==> src/rtl/mul_if.sv <==
// mul_if: request/response bundle between issue logic and the iterative RV32M multiplier.
//
// Handshake: the issuer raises start with funct/op_a/op_b valid. The unit
// samples them only while idle. busy is high from the cycle after acceptance
// until done rises. done is a one-cycle pulse, and result holds until the
// next done.
interface mul_if #(
    parameter int XLEN = 32
);
    logic            start;
    logic [1:0]      funct;
    logic [XLEN-1:0] op_a;
    logic [XLEN-1:0] op_b;
    logic            busy;
    logic            done;
    logic [XLEN-1:0] result;

    // Issue side: drives the request and observes status and result.
    modport master (
        output start, funct, op_a, op_b,
        input  busy, done, result
    );

    // Multiplier side.
    modport slave (
        input  start, funct, op_a, op_b,
        output busy, done, result
    );
endinterface

==> src/rtl/mul_unit.sv <==
// mul_unit: iterative RV32M multiplier for MUL, MULH, MULHSU and MULHU.
// The datapath works on operand magnitudes and does one conditional add plus
// one right shift per cycle. A final cycle negates the 2*XLEN product when
// exactly one operand was negative.
//
// Optional feature: define MUL_ZERO_SKIP_EN to bypass the iterations when
// either operand is zero at acceptance (IDLE -> FIX with a zero product).
module mul_unit #(
    parameter int XLEN = 32
) (
    input  logic       clk,
    input  logic       rst,
    mul_if.slave       bus,
    output logic [1:0] dbg_state
);
    localparam int CW = $clog2(XLEN);
    localparam logic [CW-1:0]   CNT_LAST = CW'(XLEN - 1);
    localparam logic [CW-1:0]   CNT_ONE  = CW'(1);
    localparam logic [XLEN-1:0] ONE_X    = XLEN'(1);
    localparam logic [2*XLEN-1:0] ONE_P  = (2*XLEN)'(1);

    localparam logic [1:0] F_MUL    = 2'b00;
    localparam logic [1:0] F_MULH   = 2'b01;
    localparam logic [1:0] F_MULHSU = 2'b10;

    typedef enum logic [1:0] {
        ST_IDLE = 2'd0,
        ST_CALC = 2'd1,
        ST_FIX  = 2'd2
    } state_t;

    state_t            state_q, state_d;
    logic [1:0]        funct_q, funct_d;
    logic              neg_q, neg_d;
    logic [2*XLEN-1:0] prod_q, prod_d;
    logic [XLEN-1:0]   mplier_q, mplier_d;
    logic [XLEN-1:0]   mcand_q, mcand_d;
    logic [CW-1:0]     cnt_q, cnt_d;
    logic              busy_q, busy_d;
    logic              done_q, done_d;
    logic [XLEN-1:0]   result_q, result_d;

    // Operand decode, done on the live request inputs while idle.
    logic            sign_a, sign_b;
    logic [XLEN-1:0] mag_a, mag_b;
    // Datapath intermediates.
    logic [XLEN:0]     add_sum;
    logic [XLEN:0]     hi_next;
    logic [2*XLEN-1:0] p_fix;

    // Signedness and magnitude of the incoming operands. The most negative
    // value negates to itself, which reads correctly as unsigned 2^(XLEN-1).
    always_comb begin
        sign_a = bus.op_a[XLEN-1] & ((bus.funct == F_MULH) | (bus.funct == F_MULHSU));
        sign_b = bus.op_b[XLEN-1] & (bus.funct == F_MULH);
        mag_a  = sign_a ? (~bus.op_a + ONE_X) : bus.op_a;
        mag_b  = sign_b ? (~bus.op_b + ONE_X) : bus.op_b;
    end

    // Conditional add into the upper product half. The carry becomes the new
    // top bit once the shift is applied. Also computes the sign fix-up value.
    always_comb begin
        add_sum = {1'b0, prod_q[2*XLEN-1:XLEN]} + {1'b0, mcand_q};
        hi_next = mplier_q[0] ? add_sum : {1'b0, prod_q[2*XLEN-1:XLEN]};
        p_fix   = neg_q ? (~prod_q + ONE_P) : prod_q;
    end

    // Next-state and next-register computation for the IDLE/CALC/FIX sequence.
    always_comb begin
        state_d  = state_q;
        funct_d  = funct_q;
        neg_d    = neg_q;
        prod_d   = prod_q;
        mplier_d = mplier_q;
        mcand_d  = mcand_q;
        cnt_d    = cnt_q;
        busy_d   = busy_q;
        done_d   = 1'b0;
        result_d = result_q;

        case (state_q)
            ST_IDLE: begin
                if (bus.start) begin
                    funct_d  = bus.funct;
                    neg_d    = sign_a ^ sign_b;
                    mcand_d  = mag_a;
                    mplier_d = mag_b;
                    prod_d   = '0;
                    cnt_d    = '0;
                    busy_d   = 1'b1;
`ifdef MUL_ZERO_SKIP_EN
                    // A zero operand gives a zero product, so go straight to FIX.
                    if ((bus.op_a == '0) || (bus.op_b == '0)) begin
                        state_d = ST_FIX;
                    end else begin
                        state_d = ST_CALC;
                    end
`else
                    state_d  = ST_CALC;
`endif
                end
            end

            ST_CALC: begin
                // {carry, prod, mplier} >> 1. The low product bit moves into
                // the vacated multiplier top bit and is never consumed.
                prod_d   = {hi_next, prod_q[XLEN-1:1]};
                mplier_d = {prod_q[0], mplier_q[XLEN-1:1]};
                cnt_d    = cnt_q + CNT_ONE;
                if (cnt_q == CNT_LAST) begin
                    state_d = ST_FIX;
                end
            end

            ST_FIX: begin
                if (funct_q == F_MUL) begin
                    result_d = p_fix[XLEN-1:0];
                end else begin
                    result_d = p_fix[2*XLEN-1:XLEN];
                end
                done_d  = 1'b1;
                busy_d  = 1'b0;
                state_d = ST_IDLE;
            end

            default: begin
                state_d = ST_IDLE;
                busy_d  = 1'b0;
            end
        endcase
    end

    // State and datapath registers. Reset aborts any operation in flight.
    always_ff @(posedge clk or posedge rst) begin
        if (rst) begin
            state_q  <= ST_IDLE;
            funct_q  <= '0;
            neg_q    <= 1'b0;
            prod_q   <= '0;
            mplier_q <= '0;
            mcand_q  <= '0;
            cnt_q    <= '0;
            busy_q   <= 1'b0;
            done_q   <= 1'b0;
            result_q <= '0;
        end else begin
            state_q  <= state_d;
            funct_q  <= funct_d;
            neg_q    <= neg_d;
            prod_q   <= prod_d;
            mplier_q <= mplier_d;
            mcand_q  <= mcand_d;
            cnt_q    <= cnt_d;
            busy_q   <= busy_d;
            done_q   <= done_d;
            result_q <= result_d;
        end
    end

    // Every output comes straight from a flop.
    always_comb begin
        bus.busy   = busy_q;
        bus.done   = done_q;
        bus.result = result_q;
        dbg_state  = state_q;
    end
endmodule

==> src/flat_wrapper.sv <==
// flat-port wrapper written by rule: the top's interface ports become plain ports
module mul_unit_flat 
#(
    parameter int XLEN = 32
)
  (clk, rst, dbg_state, bus_start, bus_funct, bus_op_a, bus_op_b, bus_busy, bus_done, bus_result);
  mul_if #(.XLEN(XLEN)) bus_i ();
  input  logic clk;
  input  logic rst;
  output logic [1:0] dbg_state;
  input wire logic [$bits(bus_i.start)-1:0] bus_start;
  input wire logic [$bits(bus_i.funct)-1:0] bus_funct;
  input wire logic [$bits(bus_i.op_a)-1:0] bus_op_a;
  input wire logic [$bits(bus_i.op_b)-1:0] bus_op_b;
  output wire logic [$bits(bus_i.busy)-1:0] bus_busy;
  output wire logic [$bits(bus_i.done)-1:0] bus_done;
  output wire logic [$bits(bus_i.result)-1:0] bus_result;
  assign bus_i.start = bus_start;
  assign bus_i.funct = bus_funct;
  assign bus_i.op_a = bus_op_a;
  assign bus_i.op_b = bus_op_b;
  assign bus_busy = bus_i.busy;
  assign bus_done = bus_i.done;
  assign bus_result = bus_i.result;
  mul_unit #(.XLEN(XLEN)) u_core (.clk(clk), .rst(rst), .bus(bus_i), .dbg_state(dbg_state));
endmodule
==> config.mk <==
export PLATFORM = sky130hd
export DESIGN_NAME = mul_unit_flat
export DESIGN_NICKNAME = d
export VERILOG_FILES = /design/src/rtl/mul_if.sv /design/src/rtl/mul_unit.sv /design/src/flat_wrapper.sv
export SDC_FILE = /design/constraint.sdc
export NUM_CORES = 1
export LEC_CHECK = 0
export ABC_CLOCK_PERIOD_IN_PS = 17000
export CAP_MARGIN = 20
export CORE_ASPECT_RATIO = 1.25
export CORE_UTILIZATION = 60
export CTS_CLUSTER_DIAMETER = 200
export DETAILED_ROUTE_END_ITERATION = 16
export GPL_ROUTABILITY_DRIVEN = 0
export PLACE_DENSITY = 0.89
export SLEW_MARGIN = 10
export SYNTH_ARGS = -nofsm -noshare
export SYNTH_HDL_FRONTEND = slang
export SYNTH_SLANG_ARGS = --single-unit
==> constraint.sdc <==
create_clock -name clk -period 17 [get_ports clk]
set_clock_uncertainty 0.15 [all_clocks]
set_input_delay 3.4 -clock clk [delete_from_list [all_inputs] [get_ports clk]]
set_output_delay 3.4 -clock clk [all_outputs]
set_load 0.01 [all_outputs]
==> impl_metrics.tcl, run 1 <==
set metrics [dict create \
    required_ns 17.17 \
    netlist_instances 1304 \
    drt_iter0_markers 1398 \
    die_y_um 155 \
    ys_seq_area_frac 0.381 \
    clk_path_buf_depth 2 \
    initial_core_util 0.619 \
    setup_tns_ns 0 \
    holdWs_ns 0.328 \
    startpoint_type "primary input" \
    hold_depth 2 \
    coreArea_um2 18200 \
    vias_per_cell 6.67 \
    status "finished clean" \
    port_buffers 104 \
    slew_viol_final 0 \
    peakVddDrop_v 0.000108 \
    final.period_utilization 0.348 \
    postSynth.asyncResetShare 1.00 \
    grt.overflow.total 0 \
    pin_count 105 \
    finalWirelength_um 29700 \
    synth.largest_area_cell "dfrtp_1" \
    internal-power_w 0.00131 \
    synth_flop_cell "dfrtp_1" \
    clockRootBuffer "clkbuf_16" \
    grt_max_degree 103 \
    worstRegToRegCells 11 \
    drtAntennaViolNets 0 \
    netlist_area_um2 11300 \
    grt_pass1_wl_um 49900 \
    row_count 55 \
    holdBufCountCts 0 \
    p_leak_nw 5.36 \
    critPathMaxFanout 4 \
    postCtsSetupBuffers 0 \
    switching_share 0.466 \
    antenna_found_initial 0 \
    fill_cells 1398 \
    route.detailed.drc 0 \
    clock.fmax_mhz 169 \
    nets 1470 \
    dieArea_um2 19400 \
    synth_edf_count 0 \
    synth_top_area_share 0.381 \
    ys_top_cells_by_area "dfrtp_1, o21ai_0, xnor2_1" \
    max-slew-margin-rel 0.349 \
    cap_violations 0 \
    criticalPathCategory "primary input to flip-flop" \
    synth.distinct_cells 69 \
    rsz0062_at_grt "false" \
    seqPwrFrac 0.321 \
    post_synth.cell_area_avg_um2 8.66 \
    p_clk_frac 0.157 \
    power.share.combinational 0.522 \
    track_usage 0.314 \
    cts.clk_slew.worst_paths_ns 0.07 \
    vias 10698 \
    htreeDepth 4 \
    firstDrtPassIters 7 \
    syn_nets 1412 \
    die_x_um 125 \
    clock_sinks 172 \
    hold_path_class "flip-flop to flip-flop" \
    final-seq-area_um2 4310 \
    wl_per_cell_um 18.6 \
    tightest_slew_ns 0.973 \
    cts_tree "yes" \
    clk_latency_ns 0.45 \
    drive_above_1_share 0.0451 \
    synth-seq-cells 172 \
    grt_pass1_vias 10096 \
    numCtsBuffers 17 \
    fin_crit_ns 5.92 \
    cp.arrival_ns 6.09 \
    antenna_cells 0 \
    yosys_warnings 0 \
    dpl.hpwl_um 20700 \
    switching_power_w 0.00114 \
    endpoint_kind "flip-flop" \
    area_growth_pct 15.2 \
    finalSetupViolations 0 \
    finalHoldViolCount 0 \
    ctsResizeCount 0 \
    powerDensity_nw_per_um2 188 \
    multi_input_area_um2 6630 \
]
## placed cells by master (no fill, tap or decap), drive strengths merged, types with 6 or more instances in the layout
master / n
a21o: 15
a21oi: 89
a221oi: 6
a22o: 31
a22oi: 49
a31oi: 9
and2: 8
and3: 9
buf: 9
clkbuf: 20
clkdlybuf4s50: 104
dfrtp: 172
ha: 38
inv: 34
mux2i: 10
nand2: 128
nand3: 26
nand4: 13
nor2: 76
nor2b: 8
nor3: 33
nor4: 11
o21a: 6
o21ai: 172
o21bai: 6
o22ai: 27
o31ai: 24
o41ai: 14
or2: 8
or3: 26
or4: 15
xnor2: 78
xor2: 52
## power groups by stage
stage / clock (W) / combinational [W] / sequential [W]
CTS: 0.000383 / 0.00125 / 0.000774
global route: 0.000402 / 0.00141 / 0.000804
global placement: 0 / 0.00119 / 0.000770
floorplan: 0 / 0.000989 / 0.000696
finish: 0.000383 / 0.00128 / 0.000786
detailed placement: 0 / 0.00123 / 0.000777
## per-stage QoR
step | instance area [um^2] | std cells | worst slack (ns) | utilization | power [W]
after floorplan | 11300 | 1304 | 8.79 | - | 0.00169
after global placement | 12400 | 1571 | 10.69 | 0.682 | 0.00196
after detailed placement | 12400 | 1571 | 10.67 | 0.682 | 0.00201
after CTS | 13000 | 1603 | 11.12 | 0.713 | 0.00241
after global routing | 13000 | 1603 | 10.87 | 0.713 | 0.00262
final | 13000 | 1603 | 11.08 | 0.713 | 0.00245
## metal layers
metal  track usage  wire length, um  up-vias
li1              -                -     4951
met1         0.412            11900     5031
met2         0.526            14500      615
met3        0.0440             2410      101
met4         0.121              926        0
met5             0                0        -
## cells by family after synthesis
group / Yosys count / synth area share
multiplexers: 10 / 0.00886
flip-flops: 172 / 0.381
AO/OA/AOI/OAI: 479 / 0.269
AND/OR/NAND/NOR: 372 / 0.162
XOR/XNOR: 130 / 0.101
buffers and inverters: 102 / 0.0343
adder cells (fa/ha/maj): 39 / 0.0439
## synth_stat cells (all sizes together) (5+ instances only)
cell type / number
a21o: 15
a21oi: 89
a221oi: 6
a22o: 31
a22oi: 49
a31oi: 9
and2: 8
and3: 9
buf: 8
clkbuf: 66
dfrtp: 172
ha: 38
inv: 27
mux2i: 10
nand2: 128
nand3: 26
nand4: 13
nor2: 76
nor2b: 8
nor3: 33
nor4: 11
o211ai: 5
o21a: 6
o21ai: 172
o21bai: 6
o22ai: 27
o31ai: 24
o41ai: 14
or2: 8
or3: 26
or4: 15
xnor2: 78
xor2: 52
## layout make-up
class,instances,share of cell area
Clock buffer,20,0.0343
Timing Repair Buffer,113,0.0852
Inverter,28,0.00846
Tap cell,228,0.0219
Multi-Input combinational cell,1030,0.509
Sequential cell,172,0.331
Clock inverter,12,0.00971
## path summary, 6_finish.rpt
path | start | end | slack, ns
worst max register to register | u_core.prod_q[32] | u_core.prod_q[61] | 13.29
worst max-delay path | bus_op_b[6] | u_core.mplier_q[25] | 11.08
worst min register to register | u_core.bus.result[26] | u_core.bus.result[26] | 0.33
max in group asynchronous | rst | u_core.neg_q | 11.86
worst min-delay path | u_core.bus.result[26] | u_core.bus.result[26] | 0.33
min in group asynchronous | rst | u_core.bus.result[23] | 3.38
## registers in the layout, summed over array words and instances, names as in the netlist
name,count
u_core.prod_q,64
u_core.bus.result,32
u_core.mcand_q,32
u_core.mplier_q,32
u_core.cnt_q,5
u_core.dbg_state,2
u_core.funct_q,2
u_core.bus.busy,1
u_core.bus.done,1
u_core.neg_q,1
## critical path, cell delays in order
cell and delay (ns):
clkdlybuf4s50_1 0.46, or3_1 0.42, nor4_1 0.42, nand3_1 0.24
or4_1 0.62, o31ai_1 0.28, xor2_1 0.18, o21ai_1 0.07
(Power assumes the default switching activity.)
==> run 2, diff against run 1 <==
--- a/config.mk
+++ b/config.mk
@@ -5,14 +5,14 @@
 export SDC_FILE = /design/constraint.sdc
 export NUM_CORES = 1
 export LEC_CHECK = 0
-export ABC_CLOCK_PERIOD_IN_PS = 17000
+export ABC_CLOCK_PERIOD_IN_PS = 4900
 export CAP_MARGIN = 20
 export CORE_ASPECT_RATIO = 1.25
-export CORE_UTILIZATION = 60
+export CORE_UTILIZATION = 53
 export CTS_CLUSTER_DIAMETER = 200
 export DETAILED_ROUTE_END_ITERATION = 16
 export GPL_ROUTABILITY_DRIVEN = 0
-export PLACE_DENSITY = 0.89
+export PLACE_DENSITY = 0.83
 export SLEW_MARGIN = 10
 export SYNTH_ARGS = -nofsm -noshare
 export SYNTH_HDL_FRONTEND = slang
==> constraint.sdc (replaced) <==
create_clock -name clk -period 4.9 [get_ports clk]
set_clock_uncertainty 0.15 [all_clocks]
set_input_delay 0.98 -clock clk [delete_from_list [all_inputs] [get_ports clk]]
set_output_delay 0.98 -clock clk [all_outputs]
set_load 0.01 [all_outputs]
==> run 2 against run 1 <==
  * Non-clock buffer count rose by 3
  * Via count fell by 2.4%
  * Setup slack got worse by 9.7 ns
  * Core utilization fell by 8.3 points
  * Sequential power rose to 3.4 times the previous value
  * Hold slack got worse by 0.0031 ns
  * Register-to-register slack got worse by 12 ns
  * Sequential share of layout area fell by 0.41 points
  * Final area rose by 1.3%
  * Clock power rose to 3.9 times the previous value
  * Total power rose to 3.5 times the previous value
  * Critical endpoint is now u_core.mplier_q[27]
  * Largest power group unchanged
==> impl_metrics.tcl, run 2 (synthesized netlist as in run 1, its figures left out) <==
set metrics [dict create \
    hold_path_class "flip-flop to flip-flop" \
    grt_pass1_wl_um 48800 \
    rsz0062_at_grt "false" \
    numCtsBuffers 17 \
    htreeDepth 4 \
    slew_viol_final 0 \
    clockRootBuffer "clkbuf_16" \
    grt.overflow.total 0 \
    r2r_setup_slack_ns 1.36 \
    powerDensity_nw_per_um2 654 \
    clock.fmax_mhz 282 \
    rr_endpoint "u_core.prod_q[61]" \
    clk_path_buf_depth 2 \
    dieArea_um2 21900 \
    min-delay-start "u_core.bus.result[12]" \
    critPathSlowestCell "or4_1" \
    cp.arrival_ns 3.74 \
    largest_reg_flops 64 \
    die_x_um 133 \
    startpoint_type "primary input" \
    setup_tns_ns 0 \
    internal-power_w 0.00471 \
    port_buffers 104 \
    finalSetupViolations 0 \
    tightest_slew_ns 1.04 \
    multi_input_area_um2 6630 \
    most-common-layout-cells "dfrtp_1, o21ai_0, nand2_1" \
    nets 1473 \
    switching_power_w 0.00390 \
    final.period_utilization 0.724 \
    row_count 59 \
    finalWirelength_um 29800 \
    fin_crit_ns 3.55 \
    drive_above_1_share 0.0486 \
    coreArea_um2 20900 \
    critPathMaxFanout 4 \
    cp_cell_sequence "clkdlybuf4s50_1, or3_1, nor4_1, nand3_1, or4_1, nor2_1, a21oi_1, xnor2_1, o21ai_0" \
    grt_pass1_vias 9666 \
    dpl.hpwl_um 21300 \
    path_buf_inv 1 \
    required_ns 5.09 \
    ctsResizeCount 0 \
    track_usage 0.278 \
    drt_iter0_markers 1014 \
    peakVddDrop_v 0.000353 \
    max-slew-margin-rel 0.304 \
    clock_sinks 172 \
    clk_latency_ns 0.44 \
    status "finished clean" \
    cap_violations 0 \
    criticalPathCategory "primary input to flip-flop" \
    top_register "u_core.prod_q" \
    power.share.combinational 0.516 \
    area_growth_pct 16.6 \
    cts.clk_slew.worst_paths_ns 0.07 \
    pin_count 105 \
    mostFrequentLayoutCell "dfrtp_1" \
    vias 10440 \
    initial_core_util 0.541 \
    fin_util 0.631 \
    max_stage_delay_ns 0.62 \
    p_leak_nw 5.41 \
    antenna_found_initial 0 \
    die_y_um 165 \
    hold_path_end "u_core.bus.result[12]" \
    hold_depth 2 \
    cts_tree "yes" \
    cp_top_family "simple AND/OR/NAND/NOR gates" \
    firstDrtPassIters 6 \
    fill_cells 1692 \
    vias_per_cell 6.32 \
    seqPwrFrac 0.313 \
    route.detailed.drc 0 \
    drtAntennaViolNets 0 \
    endpoint_kind "flip-flop" \
    switching_share 0.453 \
    antenna_cells 0 \
    p_clk_frac 0.171 \
    wl_per_cell_um 18.1 \
    final-seq-area_um2 4310 \
    finalHoldViolCount 0 \
    grt_max_degree 66 \
    reg2reg_from "u_core.prod_q[32]" \
    worstRegToRegCells 11 \
    postCtsSetupBuffers 0 \
    holdBufCountCts 0 \
]
==> run 2: worst min-delay path: cells and delay by family (launching register included) <==
kind / cells / cell delay, ns
AO/OA/AOI/OAI: 1 / 0.06
flip-flops: 1 / 0.34
AND/OR/NAND/NOR: 1 / 0.04
==> run 2: per-stage QoR <==
stage	power (W)	hold slack, ns	std cells	worst slack, ns	instance area [um^2]
after floorplan	0.00585	0.299	1304	1.57	11300
after global placement	0.00683	0.311	1620	0.999	12500
after detailed placement	0.00698	0.317	1620	0.919	12500
after CTS	0.00852	0.332	1652	1.37	13200
after global routing	0.00923	0.354	1652	1.07	13200
final	0.00862	0.324	1652	1.35	13200
==> run 2: worst max path at each step <==
| stage | start | to | slack (ns) | cells past startpoint |
|---|---|---|---|---|
| final | bus_op_b[6] | u_core.mplier_q[27] | 1.35 | 9 |
| after CTS | bus_op_b[6] | u_core.mplier_q[27] | 1.37 | 9 |
| after global placement | bus_op_b[6] | u_core.mplier_q[25] | 1.0 | 8 |
| after floorplan | rst | u_core.bus.busy | 1.57 | 1 |
| after global routing | bus_op_b[6] | u_core.mplier_q[27] | 1.07 | 9 |
| after detailed placement | bus_op_b[6] | u_core.mplier_q[27] | 0.92 | 9 |
==> run 2: power groups by stage <==
stage          Clock [W]  Sequential (W)  Combinational, W
2_1_floorplan          0         0.00242           0.00343
3_3_place_gp           0         0.00265           0.00418
3_5_place_dp           0         0.00267           0.00431
6_report         0.00148         0.00270           0.00444
5_1_grt          0.00155         0.00276           0.00492
4_1_cts          0.00148         0.00266           0.00438
==> run 2: per-layer routing <==
metal,routed length [um],track usage,vias up
li1,-,-,4950
met1,12300,0.358,5003
met2,14700,0.475,423
met3,1930,0.0409,64
met4,826,0.108,0
met5,0,0,-
==> run 2: area by class of cell <==
class,instances,share of cell area
multi-input cells,1030,0.503
flip-flops and latches,172,0.327
repair buffers,116,0.0868
clock buffers,17,0.0323
well taps,274,0.0260
clock inverters,15,0.0167
inverters,28,0.00826
==> run 3, diff against run 2 <==
--- a/config.mk
+++ b/config.mk
@@ -5,14 +5,14 @@
 export SDC_FILE = /design/constraint.sdc
 export NUM_CORES = 1
 export LEC_CHECK = 0
-export ABC_CLOCK_PERIOD_IN_PS = 4900
+export ABC_CLOCK_PERIOD_IN_PS = 3590
 export CAP_MARGIN = 20
 export CORE_ASPECT_RATIO = 1.25
-export CORE_UTILIZATION = 53
+export CORE_UTILIZATION = 59
 export CTS_CLUSTER_DIAMETER = 200
 export DETAILED_ROUTE_END_ITERATION = 16
 export GPL_ROUTABILITY_DRIVEN = 0
-export PLACE_DENSITY = 0.83
+export PLACE_DENSITY = 0.88
 export SLEW_MARGIN = 10
 export SYNTH_ARGS = -nofsm -noshare
 export SYNTH_HDL_FRONTEND = slang
==> constraint.sdc (replaced) <==
create_clock -name clk -period 3.59 [get_ports clk]
set_clock_uncertainty 0.15 [all_clocks]
set_input_delay 0.718 -clock clk [delete_from_list [all_inputs] [get_ports clk]]
set_output_delay 0.718 -clock clk [all_outputs]
set_load 0.01 [all_outputs]
==> run 3 against run 2 <==
  * Sequential cell count is the same
  * Non-clock buffer count grew 24
  * Hold slack gained 0.0020 ns
  * Critical endpoint is now u_core.prod_q[61]
  * Largest power group unchanged
  * Core utilization grew 7.4 points
  * Highest routed layer unchanged
==> impl_metrics.tcl, run 3 (synthesized netlist as in run 1, its figures left out) <==
set metrics [dict create \
    hold_path_class "flip-flop to flip-flop" \
    drt_iter0_markers 1221 \
    tightest_slew_ns 0.961 \
    route.detailed.drc 0 \
    clk_latency_ns 0.45 \
    worstRegToRegCells 11 \
    final-seq-area_um2 4310 \
    pin_count 105 \
    wl_per_cell_um 18.6 \
    cp_cell_sequence "ha_1, inv_1, fa_1, nor2b_1, o2111ai_1, and2_0, o311a_1, o21ai_0, a311oi_1, or4_1, nand3_1" \
    firstDrtPassIters 6 \
    area_growth_pct 17.2 \
    cts_tree "yes" \
    hold_path_end "u_core.bus.result[26]" \
    rr_endpoint "u_core.prod_q[61]" \
    antenna_found_initial 0 \
    setup_tns_ns 0 \
    status "finished clean" \
    top_register "u_core.prod_q" \
    track_usage 0.318 \
    finalSetupViolations 0 \
    row_count 56 \
    largest_reg_flops 64 \
    startpoint_type "flip-flop" \
    clk_path_buf_depth 2 \
    vias 10787 \
    reg2reg_from "u_core.prod_q[32]" \
    peakVddDrop_v 0.000501 \
    nets 1497 \
    finalWirelength_um 30400 \
    cp_top_family "compound AO/OA/AOI/OAI gates" \
    required_ns 3.81 \
    slew_viol_final 0 \
    dieArea_um2 19700 \
    powerDensity_nw_per_um2 884 \
    mostFrequentLayoutCell "dfrtp_1" \
    clock.fmax_mhz 289 \
    p_leak_nw 5.50 \
    clock_sinks 172 \
    rsz0062_at_grt "false" \
    postCtsSetupBuffers 0 \
    most-common-layout-cells "dfrtp_1, o21ai_0, nand2_1" \
    drive_above_1_share 0.0642 \
    endpoint_kind "flip-flop" \
    die_x_um 126 \
    critPathSlowestCell "or4_1" \
    max_stage_delay_ns 0.51 \
    ctsResizeCount 0 \
    critical_path_cell_count 11 \
    fill_cells 1423 \
    cap_violations 0 \
    grt_pass1_vias 10259 \
    holdBufCountCts 0 \
    cp.arrival_ns 3.68 \
    min-delay-start "u_core.bus.result[26]" \
    final.period_utilization 0.962 \
    path_buf_inv 1 \
    criticalPathCategory "flip-flop to flip-flop" \
    grt_pass1_wl_um 50300 \
    fin_crit_ns 3.45 \
    die_y_um 157 \
    grt.overflow.total 0 \
    coreArea_um2 18800 \
    holdWs_ns 0.326 \
    port_buffers 104 \
    initial_core_util 0.602 \
    r2r_setup_slack_ns 0.14 \
    critPathMaxFanout 5 \
    finalHoldViolCount 0 \
    cts.clk_slew.worst_paths_ns 0.07 \
    grt_max_degree 85 \
    htreeDepth 4 \
    drtAntennaViolNets 0 \
    multi_input_area_um2 6630 \
    max-slew-margin-rel 0.357 \
    hold_depth 2 \
    clockRootBuffer "clkbuf_16" \
    dpl.hpwl_um 22100 \
    numCtsBuffers 17 \
    vias_per_cell 6.60 \
    antenna_cells 0 \
]
## run 3: changes by cell type in the layout (fill, tap and decap cells not counted), sizes merged
cell and delta:
inv +2, bufinv -4, clkbuf +2, buf +24, clkinv -1, clkinvlp +1
## run 3: cell type report
cell class	count	area share
clock buffer	19	0.0335
timing repair buffer	140	0.102
tap	232	0.0219
inverter	28	0.00822
multi-input combinational	1030	0.501
clock inverter	13	0.00879
sequential	172	0.325
## run 3: per-stage QoR
stage | cells | instance area [um^2] | utilization | power [W] | worst slack, ns
floorplan | 1304 | 11300 | - | 0.00798 | 0.495
global placement | 1602 | 12700 | 0.675 | 0.00944 | 0.142
detailed placement | 1602 | 12700 | 0.675 | 0.00971 | 0.0990
CTS | 1634 | 13200 | 0.705 | 0.0115 | 0.222
global route | 1634 | 13200 | 0.705 | 0.0125 | 0.0365
finish | 1634 | 13200 | 0.705 | 0.0117 | 0.135
## run 3: where the power goes
part	internal, W	total, W	switching, W
clock network	0.000975	0.00178	0.000802
registers	0.00269	0.00363	0.000940
logic	0.00262	0.00629	0.00368
## run 3: layer usage
| metal | GRT usage | part of all wire | vias up |
|---|---|---|---|
| li1 | - | - | 4998 |
| met1 | 0.406 | 0.41 | 5141 |
| met2 | 0.520 | 0.48 | 542 |
| met3 | 0.0578 | 0.072 | 106 |
| met4 | 0.162 | 0.038 | 0 |
| met5 | 0 | 0 | - |
## run 3: how the worst max path moves through the flow
stage | start | slack, ns | end
2_1_floorplan | u_core.prod_q[32] | 0.49 | u_core.prod_q[61]
3_3_place_gp | bus_op_b[8] | 0.14 | u_core.mplier_q[25]
3_5_place_dp | bus_op_b[8] | 0.1 | u_core.mplier_q[25]
4_1_cts | u_core.prod_q[32] | 0.22 | u_core.prod_q[61]
5_1_grt | u_core.prod_q[22] | 0.04 | u_core.bus.result[28]
6_report | u_core.prod_q[32] | 0.14 | u_core.prod_q[61]
## run 3: worst reg2reg max path: stages (launching register included)
cell       delay, ns
dfrtp_1         0.36
ha_1            0.17
inv_1           0.05
fa_1            0.37
nor2b_1         0.24
o2111ai_1       0.17
and2_0          0.27
o311a_1         0.41
o21ai_0         0.34
a311oi_1        0.23
or4_1           0.51
nand3_1         0.10
